--- src/rtl/req_encoder_pkg.sv ---
// Shared constants and helpers for the registered request encoder.
// Latency: n/a (package only).
// Backpressure: n/a (package only).
//
// Contents:
//   MODE_FIXED / MODE_RR  selection policy codes for the MODE parameter
//   POP_MAX_W             widest vector the popcount helper accepts
//   popcount()            set-bit count of the low `width` bits of a vector
package req_encoder_pkg;

  localparam int MODE_FIXED = 0;
  localparam int MODE_RR    = 1;

  localparam int POP_MAX_W  = 1024;

  // Callers zero-extend their vector to POP_MAX_W; bits at or above
  // `width` are ignored so a narrower caller never counts padding.
  function automatic int unsigned popcount(input logic [POP_MAX_W-1:0] vec,
                                           input int unsigned          width);
    int unsigned cnt;
    cnt = 0;
    for (int unsigned i = 0; i < POP_MAX_W; i++) begin
      if (i < width) cnt += 32'(vec[i]);
    end
    return cnt;
  endfunction

endpackage

--- src/rtl/rr_pick.sv ---
// Combinational index picker: round-robin from a pointer, or highest set bit.
// Latency: 0 cycles (pure combinational).
// Backpressure: none; the caller decides whether the pick is consumed.
//
// Ports:
//   vec    candidate bits
//   ptr    round-robin start position (ignored in fixed-priority mode)
//   g      selected index (valid only when found)
//   found  vec has at least one bit set
module rr_pick
  import req_encoder_pkg::*;
#(
  parameter int  N    = 64,
  parameter int  MODE = MODE_FIXED,
  localparam int K    = $clog2(N)
) (
  input  logic [N-1:0] vec,
  input  logic [K-1:0] ptr,
  output logic [K-1:0] g,
  output logic         found
);

  logic [N-1:0] masked;
  logic [K-1:0] lo_masked;
  logic [K-1:0] lo_any;
  logic [K-1:0] hi_any;
  logic         hit_masked;

  // Double search: the lowest set bit at or above ptr wins; if there is
  // none, the search has wrapped and the lowest set bit overall wins.
  always_comb begin
    masked     = '0;
    lo_masked  = '0;
    lo_any     = '0;
    hi_any     = '0;
    hit_masked = 1'b0;
    for (int i = 0; i < N; i++) begin
      masked[i] = vec[i] && (i >= int'(ptr));
    end
    // Descending scan so the last assignment is the lowest index.
    for (int i = N - 1; i >= 0; i--) begin
      if (masked[i]) begin
        lo_masked  = K'(i);
        hit_masked = 1'b1;
      end
      if (vec[i]) lo_any = K'(i);
    end
    // Ascending scan so the last assignment is the highest index.
    for (int i = 0; i < N; i++) begin
      if (vec[i]) hi_any = K'(i);
    end
  end

  assign found = |vec;
  assign g     = (MODE == MODE_RR) ? (hit_masked ? lo_masked : lo_any) : hi_any;

endmodule

--- src/rtl/req_encoder_rr.sv ---
// Registered request encoder: accumulates request bits, emits one index per handshake.
// Latency: req_i at t -> pending at t+1 -> out_valid with that index at t+2.
// Backpressure: out_ready low holds the slot stable while pending keeps accumulating.
//
// Ports:
//   clk, rst_n   clock and asynchronous active-low reset
//   req_i        request bits, OR-ed into the pending register
//   clr_i        synchronous flush of pending bits and overflow
//   out_valid / out_ready / out_idx / out_multi   output slot and handshake
//   pending_cnt  number of bits currently pending
//   overflow     sticky: a request hit an index that was still pending
module req_encoder_rr
  import req_encoder_pkg::*;
#(
  parameter int  N    = 64,
  parameter int  MODE = MODE_FIXED,
  localparam int K    = $clog2(N)
) (
  input  logic         clk,
  input  logic         rst_n,
  input  logic [N-1:0] req_i,
  input  logic         clr_i,
  output logic         out_valid,
  input  logic         out_ready,
  output logic [K-1:0] out_idx,
  output logic         out_multi,
  output logic [K:0]   pending_cnt,
  output logic         overflow
);

  logic [N-1:0] pend_q;
  logic [N-1:0] pend_d;
  logic [N-1:0] pop_mask;
  logic [K-1:0] ptr_q;
  logic [K-1:0] pick_g;
  logic         pick_found;
  logic         slot_free;
  logic         pop;
  logic         ovf_hit;

  rr_pick #(
    .N    (N),
    .MODE (MODE)
  ) u_pick (
    .vec   (pend_q),
    .ptr   (ptr_q),
    .g     (pick_g),
    .found (pick_found)
  );

  assign pending_cnt = (K+1)'(popcount(POP_MAX_W'(pend_q), N));

  assign slot_free = !out_valid || out_ready;
  assign pop       = slot_free && pick_found;
  assign pop_mask  = pop ? (N'(1) << pick_g) : '0;

  // A request re-hitting the bit being popped this cycle is a fresh
  // request, not a lost one, so the popped bit is excluded here.
  assign ovf_hit = |(req_i & pend_q & ~pop_mask);

  // Set wins over pop; clear discards everything including same-cycle requests.
  assign pend_d = clr_i ? '0 : ((pend_q & ~pop_mask) | req_i);

  always_ff @(posedge clk or negedge rst_n) begin
    if (!rst_n) begin
      pend_q    <= '0;
      ptr_q     <= '0;
      out_valid <= 1'b0;
      out_idx   <= '0;
      out_multi <= 1'b0;
      overflow  <= 1'b0;
    end else begin
      pend_q <= pend_d;

      if (clr_i) begin
        overflow <= 1'b0;
      end else if (ovf_hit) begin
        overflow <= 1'b1;
      end

      // The slot only reloads when free, so a stalled grant holds its
      // index and multi flag; clr_i deliberately leaves it alone.
      if (slot_free) begin
        out_valid <= pick_found;
        if (pick_found) begin
          out_idx   <= pick_g;
          out_multi <= (pending_cnt > (K+1)'(1));
        end
      end

      // Wrap explicitly at N-1 so non-power-of-two N never sees ptr >= N.
      if ((MODE == MODE_RR) && pop) begin
        ptr_q <= (pick_g == K'(N - 1)) ? '0 : (pick_g + K'(1));
      end
    end
  end

endmodule

--- config.mk ---
export PLATFORM = sky130hd
export DESIGN_NAME = req_encoder_rr
export DESIGN_NICKNAME = d
export VERILOG_FILES = /design/src/rtl/req_encoder_pkg.sv /design/src/rtl/rr_pick.sv /design/src/rtl/req_encoder_rr.sv
export SDC_FILE = /design/constraint.sdc
export NUM_CORES = 1
export LEC_CHECK = 0
export CAP_MARGIN = 5
export CORE_ASPECT_RATIO = 1.75
export CORE_MARGIN = 2
export CORE_UTILIZATION = 45
export CTS_CLUSTER_SIZE = 8
export DETAILED_ROUTE_END_ITERATION = 6
export GPL_ROUTABILITY_DRIVEN = 1
export PLACE_DENSITY_LB_ADDON = 0.08
export SLEW_MARGIN = 15
export SYNTH_ARGS = -nofsm -noshare
export SYNTH_HDL_FRONTEND = slang
export SYNTH_SLANG_ARGS = --single-unit
export TNS_END_PERCENT = 5
--- constraint.sdc ---
create_clock -name clk -period 16.3 [get_ports clk]
set_input_delay 3.26 -clock clk [delete_from_list [all_inputs] [get_ports clk]]
set_output_delay 3.26 -clock clk [all_outputs]
set_load 0.05 [all_outputs]
Word level (Yosys, flattened, before mapping)
Cells that the tools add are included.
- logic and storage cells: 149
- bits of input ports: 68
- bits in registers: 73
- output and inout port bits: 16
- add/sub/neg operators: 63
- order comparisons: 1
- reduce and logical (&&, ||, !) cells: 7
- bitwise operators: 5
- muxes and demuxes: 67
- shift operators: 1
- operator list (operator ; count):
    $add 7x1->7 ; 57
    $and 64x64->64 ; 3
    $mux 6 ; 32
    $mux 64 ; 2
    $reduce_or 64->1 ; 2
    $mux 5 ; 16
    $not 64->64 ; 1
    $or 64x64->64 ; 1
    $shl 1x6->64 const A ; 1
    $mux 4 ; 8
    $mux 3 ; 4
    $add 6x1->7 ; 1
    $gt 7x1->1 const B ; 1
    $add 5x1->6 ; 1
    $add 4x1->5 ; 1
    $add 3x1->4 ; 1
    $mux 2 ; 2
    $add 2x1->3 ; 1
    $mux 1 ; 3
    $add 1x1->2 ; 1
    $reduce_and 2->1 ; 1
    $reduce_bool 2->1 ; 1
    $logic_and 1x1->1 ; 1
    $logic_not 1->1 ; 1
    $logic_or 1x1->1 ; 1

Longest topological paths before layout
Gate-level depths: netlist (run 1).
- word-level depth: 70
- mapped depth: 25
- depth with buffers taken out: 24

Cells and area by module
From an unflattened synthesis (run 1), not the netlist that was laid out.
- cells, all modules: 727
- area, all modules: 6332.3 µm²
- modules (own cells, without submodules) (module ; instances ; area an instance (µm²) ; cells each ; sequential area each (µm²)):
    req_encoder_rr ; 1 ; 5479.0 ; 581 ; 1826.8
    rr_pick ; 1 ; 853.3 ; 146 ; 0.0

Worst setup path before layout (run 1)
OpenSTA, ideal clock, no wires.
- kind: register to output
- start point: register pend_q[59]
- end point: output port pending_cnt[5]
- setup slack: 7.021 ns
- cell stages (with the launch flop): 21
- buffers on the path: 0
- arrival: 6.019 ns
- required time: 13.040 ns
- path through: dfrtp_1 inv_1 fa_1 fa_1 inv_1 fa_1 inv_1 fa_1 inv_1 fa_1 inv_1 fa_1 fa_1 fa_1 inv_1 ha_1 a21o_1 a21oi_1 o21bai_1 a21oi_1 xnor2_1
- longest elaborated chain between the ends: 5
- ends and longest elaborated chain (element ; RTL line ; RTL):
    start, declared ; req_encoder_rr.sv:31 ; logic [N-1:0] pend_q;
    start signal, assigned ; req_encoder_rr.sv:73 ; pend_q <= pend_d;
    $add 7x1->7 (5 in series) ; req_encoder_pkg.sv:23 ; if (i < width) cnt += 32'(vec[i]);
    end, declared ; req_encoder_rr.sv:27 ; output logic [K:0] pending_cnt,
No other way between the ends.

Final worst setup path (run 1)
- start point: register pend_q[61]
- end point: output port pending_cnt[6]
- longest elaborated chain between the ends: 3
- ends and longest elaborated chain (element ; RTL line):
    $add 7x1->7 (3 in series) ; req_encoder_pkg.sv:23
No other way between the ends.

==> summary.md, run 1 <==
| Metric | Value |
|---|---|
| I/O Buffers | 83 |
| Avg Cell Area, Syn | 8.31 um^2 |
| GPL Wtd Cong | a little over 1 |
| CP startpoint kind | flip-flop |
| ANT nets after route | 0 |
| WP depth | 23 |
| Unique cell type count in the Yosys netlist | 69 |
| Cts bufs inserted | 9 |
| Post-synthesis sequential area ratio | about 28% |
| Final Setup Violations | 0 |
| IO Count | 84 |
| Total global routing track utilization | approximately 37% |
| Critical Path RT | about 13 ns |
| DRC viols | 0 |
| CP most frequent cell | fa_1 |
| Vias in the first global route | slightly below 7000 |
| Routed length per instance | roughly 26 um |
| Drt via density | approximately 6.3 |
| Post-DP HPWL | 21600 um |
| First-pass GRT wire length | just over 40000 um |
| Syn Nets | between 900 and 1000 |
| Post-Syn Area | approximately 0.0066 mm^2 |
| Core Box Area | roughly 0.014 mm^2 |
| Reg2reg end | out_multi |
| CP top delay family | adder cells |
| Clock root cell | clkbuf_16 |
| Fin crit period | 10.56 ns |
| #FFs+latches synth | 73 |
| CTS resizes | 0 |
| Arr. time, crit path | approximately 7.3 ns |
| Die X | 95.3 um |
| Final #Nets | roughly 1000 |
| Worst Tran Pin Value | between 1 and 1.5 ns |
| Crit path capture type | primary output |
| Pins over their slew limit | 0 |
| Unrepaired setup endpoints after global routing | no |
| Total of max-cap violations | 0 |
| Largest net degree at the start of global routing | between 70 and 80 |
| Hold Startpoint | out_idx[5] |
| Post-synth EDFFs | 0 |
| Final wirelength | 27200 um |
| DRT Pass-1 Iters | 5 |
| Via count | 6598 |
| CP Cell Sequence | inv_1 > fa_1 > fa_1 > inv_1 > fa_1 > inv_1 > fa_1 > inv_1 > fa_1 > inv_1 > fa_1 > fa_1 > fa_1 > inv_1 > ha_1 > fa_1 > a21oi_1 > nor2_1 > nor2_1 > nor2b_1 > o21ai_0 > nand2b_1 > clkdlybuf4s50_1 |
| Fmax | approximately 0.095 GHz |
| Die height | between 150 and 200 um |
| Worst Hold Depth | 2 |
| Setup CP Type | reg -> out |
| Clock skew | 0.0105 ns |
| Initial DRC count | 404 |
| Slew HR | about a third |
| Starting density of the core | 46.0% |
| Clock Latency Late Sink | roughly 0.35 ns |
| Post-Synthesis Cells | between 700 and 800 |
| Worst Reg-to-Reg Cells | 23 |
| Most common cell after layout, fill and taps aside | inv_1 |
| Clock sink count | 73 |
| Count of buffer and inverter cells on the critical path | 7 |
| Area Growth Syn to Fin | 18.8% |
| Die area | 0.0156 mm^2 |
| Initial antenna violation count | 0 |
| H-tree depth | 3 |
| CP max-delay cell | clkdlybuf4s50_1 |
| Yosys warns | 0 |
| Fill cells | around 1400 |
| Grt ovf | 0 |
| Setup TNS | 0 ns |
| Placed Cells | 1028 |
| CP Max Fanout | 9 |
| Worst r2r src | pend_q[61] |
| Slowest cell delay on critical path | 0.71 ns |
| Status | completed |
| Worst-path clk slew | roughly 0.060 ns |
| Final Hold Fails | 0 |
| Max Root-Sink Buffers | 2 |
| Most frequent cells in the layout | 140 x inv_1, 81 x clkdlybuf4s50_1, 78 x a21oi_1 |
| Most used DFF post-synth | dfrtp_1 |
| CTS hold repair buffers | 0 |
| Layout cells sized above 1 | roughly 4% |
| Reg-to-reg slack, setup | 8.68 ns |
| Post-Layout Cell Count | approximately 1000 |
| FP Rows | 58 |
| TritonCTS clock tree | done |
| Hold endpoint | out_idx[5] |
| Diode count | 0 |
| Fin crit share | roughly two thirds |
| Post-CTS setup buffer count | 0 |
| FFs w/ async S/R, synth | 100% |
| Hold WC Path Type | reg -> reg |
## metal layers
| metal | global-route usage (%) | wire (um) | vias up |
|---|---|---|---|
| li1 | - | - | 2910 |
| met1 | 41.8 | 9550 | 3258 |
| met2 | 61.3 | 13700 | 337 |
| met3 | 5.50 | 1720 | 93 |
| met4 | 26.4 | 2250 | 0 |
| met5 | 0 | 0 | - |
## flip-flops by register name (all words and copies together) (netlist names)
register and flops:
out_idx 6, pend_q 64, out_multi 1, out_valid 1, overflow 1
## tightest hold or removal path: stages (launching register included)
cell	delay, ns
dfrtp_1	0.35
nand2_1	0.05
nand2_1	0.06
## cells in the mapped netlist (all sizes together) (4+ instances only)
cell type | number | share of area [%]
nand2 | 34 | 1.9
o311ai | 8 | 1.2
fa | 54 | 16
nand4 | 5 | 0.48
a41oi | 4 | 0.53
a2111oi | 4 | 0.63
nor3 | 15 | 1.2
inv | 142 | 8.1
a31oi | 5 | 0.48
or2 | 5 | 0.48
o2111ai | 9 | 1.2
ha | 16 | 3.0
nor2b | 7 | 0.67
a21boi | 4 | 0.46
clkbuf | 28 | 1.6
o21a | 6 | 0.69
a21oi | 78 | 5.9
and2 | 5 | 0.48
nand2b | 8 | 0.76
or3 | 10 | 1.0
or4 | 10 | 1.2
nand3 | 10 | 0.76
o311a | 6 | 0.91
o21ai | 69 | 5.3
nor2 | 71 | 4.1
o211ai | 28 | 3.2
dfrtp | 73 | 28
nor4 | 20 | 1.9
## how the worst max path moves through the flow
stage / from / end
after global routing: pend_q[61] / pending_cnt[6]
after detailed placement: pend_q[59] / pending_cnt[6]
after global placement: pend_q[61] / pending_cnt[6]
final: pend_q[61] / pending_cnt[6]
after CTS: pend_q[59] / pending_cnt[6]
after floorplan: pend_q[59] / pending_cnt[5]
## logic make-up (layout without fill, tap and decap cells)
family / Yosys count / after routing / synth area share (%)
and+or+nand+nor: 211 / 211 / 16.4
buffers and inverters: 173 / 246 / 10.1
DFF: 73 / 73 / 27.8
adders and majority gates: 70 / 70 / 19.5
xor gates and xnor gates: 4 / 4 / 0.533
AOI/OAI and AO/OA: 260 / 260 / 25.7
## stage by stage
stage | instance area, um^2 | util (%) | setup slack [ns] | hold WS, ns
final | 7800 | 54.6 | 5.74 | 0.487
after global routing | 7800 | 54.6 | 5.39 | 0.519
after CTS | 7800 | 54.6 | 5.71 | 0.496
after detailed placement | 7530 | 52.7 | 6.09 | 0.480
after global placement | 7530 | 52.7 | 6.20 | 0.466
after floorplan | 6570 | - | 7.02 | 0.557
## final cells by class
cell class | instances | area [um^2] | share of cell area, %
Multi-Input combinational cell | 545 | 4090 | 52.4
Sequential cell | 73 | 1830 | 23.4
Timing Repair Buffer | 88 | 861 | 11.0
Inverter | 142 | 533 | 6.83
Clock buffer | 10 | 229 | 2.93
Tap cell | 180 | 225 | 2.89
Clock inverter | 6 | 42.5 | 0.545
Power of run 1 is left out: the tool's default activity adds up to more than one toggle a clock period on the data nets, which glitch-free logic cannot reach.
==> inputs of run 2 (changes only) <==
==> constraint.sdc (replaced) <==
create_clock -name clk -period 10.5 [get_ports clk]
set_input_delay 2.1 -clock clk [delete_from_list [all_inputs] [get_ports clk]]
set_output_delay 2.1 -clock clk [all_outputs]
set_load 0.05 [all_outputs]
==> summary.md, run 2 (same netlist as run 1, synthesis figures left out) <==
| Metric | Value |
|---|---|
| Status | completed |
| Final wirelength | between 20000 and 30000 um |
| CTS hold repair buffers | 0 |
| Worst Tran Pin Value | about 1.0 ns |
| Hold Startpoint | out_multi |
| Clock sink count | 73 |
| Final #Nets | approximately 1000 |
| Worst Reg-to-Reg Cells | 23 |
| Fin util | 54.6% |
| Most common cell after layout, fill and taps aside | inv_1 |
| Hold endpoint | out_multi |
| CP startpoint kind | flip-flop |
| Clock Latency Late Sink | 0.35 ns |
| H-tree depth | 3 |
| Area of the multi-input gates | roughly 0.0041 mm^2 |
| DRT Pass-1 Iters | 5 |
| Final Setup Violations | 0 |
| Slew HR | 31.0% |
| I/O Buffers | 83 |
| Die height | roughly 160 um |
| Starting density of the core | between 40% and 50% |
| Worst-path clk slew | ~0.07 ns |
| Total global routing track utilization | 36.6% |
| Post-DP HPWL | approximately 22000 um |
| Vias in the first global route | between 6000 and 7000 |
| Core Box Area | 0.0143 mm^2 |
| Fin crit period | 9.42 ns |
| Pins over their slew limit | 0 |
| Layout cells sized above 1 | under 10% |
| Hold WC Path Type | reg -> reg |
| Routed length per instance | 26.1 um |
| First-pass GRT wire length | 40800 um |
| ANT nets after route | 0 |
| Clock root cell | clkbuf_16 |
| Most frequent cells in the layout | 140 x inv_1, 81 x clkdlybuf4s50_1, 78 x a21oi_1 |
| Crit path capture type | primary output |
| IO Count | 84 |
| Diode count | 0 |
| Clock skew | roughly 0.012 ns |
| FP Rows | 58 |
| Drt via density | 6.22 |
| Final hold slack | around 0.48 ns |
| Place WS | 1.44 ns |
| Largest net degree at the start of global routing | 74 |
| Count of buffer and inverter cells on the critical path | 7 |
| Arr. time, crit path | roughly 7.3 ns |
| Worst Hold Depth | 2 |
| CP top delay family | adder cells |
| Total of max-cap violations | 0 |
| Setup CP Type | reg -> out |
| CTS resizes | 0 |
| Critical Path RT | about 8.4 ns |
| Die X | approximately 95 um |
| Unrepaired setup endpoints after global routing | no |
| Reg2reg end | out_multi |
| Area Growth Syn to Fin | 18.8% |
| CP Max Fanout | 8 |
| Final Worst Setup Slack | 1.08 ns |
| Cts bufs inserted | 9 |
| CP Cell Sequence | inv_1 > fa_1 > fa_1 > inv_1 > fa_1 > inv_1 > fa_1 > inv_1 > fa_1 > inv_1 > fa_1 > fa_1 > fa_1 > inv_1 > ha_1 > fa_1 > a21oi_1 > nor2_1 > nor2_1 > xnor2_1 > clkdlybuf4s50_1 |
| Post-CTS setup buffer count | 0 |
| Initial DRC count | around 430 |
| Grt ovf | 0 |
| CP most frequent cell | fa_1 |
| Reg-to-reg slack, setup | around 2.9 ns |
| Slowest cell delay on critical path | ~0.85 ns |
| Final Hold Fails | 0 |
| Largest Register | pend_q |
| Max reg flops | 64 |
| DRC viols | 0 |
| Worst r2r src | pend_q[59] |
| Setup TNS | 0 ns |
| Max Root-Sink Buffers | 2 |
| Register area | ~0.0018 mm^2 |
| Fmax | roughly 0.11 GHz |
| TritonCTS clock tree | done |
| Die area | approximately 0.016 mm^2 |
| Via count | about 6500 |
| Biggest regs | pend_q (64), out_idx (6) |
| CP max-delay cell | clkdlybuf4s50_1 |
| Fin crit share | 89.7% |
| GPL Wtd Cong | ~1.0 |
| Fill cells | 1369 |
| Initial antenna violation count | 0 |
run 2: cell count changes in the layout (fill, tap and decap cells not counted):
cell	change
inv_6	-1
clkinv_4	+1
run 2: how the worst max path moves through the flow:
stage,startpoint,to,slack (ns),cells after the start
global placement,pend_q[61],pending_cnt[6],1.57,23
global route,pend_q[61],pending_cnt[6],0.70,23
floorplan,pend_q[59],pending_cnt[5],2.38,20
detailed placement,pend_q[59],pending_cnt[6],1.44,23
CTS,pend_q[59],pending_cnt[6],1.06,23
finish,pend_q[59],pending_cnt[4],1.08,21
run 2: worst reg2reg max path, delay by kind of cell, from the launching register on:
kind	cells	cell delay (ns)
AND/OR/NAND/NOR	4	1.46
adder cells (fa/ha/maj)	10	4.70
AO/OA/AOI/OAI	2	0.31
flip-flops	1	0.47
buffers and inverters	6	0.38
XOR/XNOR	1	0.12
run 2: per-layer routing:
layer	vias to the layer above	wire (um)	track usage, %
met5	-	0	0
met4	0	2250	25.3
met3	85	1580	5.87
met2	309	13700	61.6
met1	3184	9760	41.6
li1	2914	-	-
run 2: through the flow:
stage                     instance area (um^2)  std cells
after CTS                                 7800       1044
after detailed placement                  7530       1028
final                                     7800       1044
after global routing                      7800       1044
after floorplan                           6570        791
after global placement                    7530       1028
run 2: cell type report:
class | instances | area share [%]
clock buffers | 10 | 2.93
clock inverters | 6 | 0.545
multi-input cells | 545 | 52.4
well taps | 180 | 2.89
repair buffers | 88 | 11.0
flip-flops and latches | 73 | 23.4
inverters | 142 | 6.83
Power of run 2 is left out for the same reason.
==> inputs of run 3 (changes only) <==
--- a/config.mk
+++ b/config.mk
@@ -13,6 +13,7 @@
 export DETAILED_ROUTE_END_ITERATION = 6
 export GPL_ROUTABILITY_DRIVEN = 1
 export PLACE_DENSITY_LB_ADDON = 0.08
+export SETUP_SLACK_MARGIN = 0.15
 export SLEW_MARGIN = 15
 export SYNTH_ARGS = -nofsm -noshare
 export SYNTH_HDL_FRONTEND = slang
==> results of run 3 <==
Final layout, timing and power as in run 2 (identical DEF).
Power of run 3 is left out for the same reason.
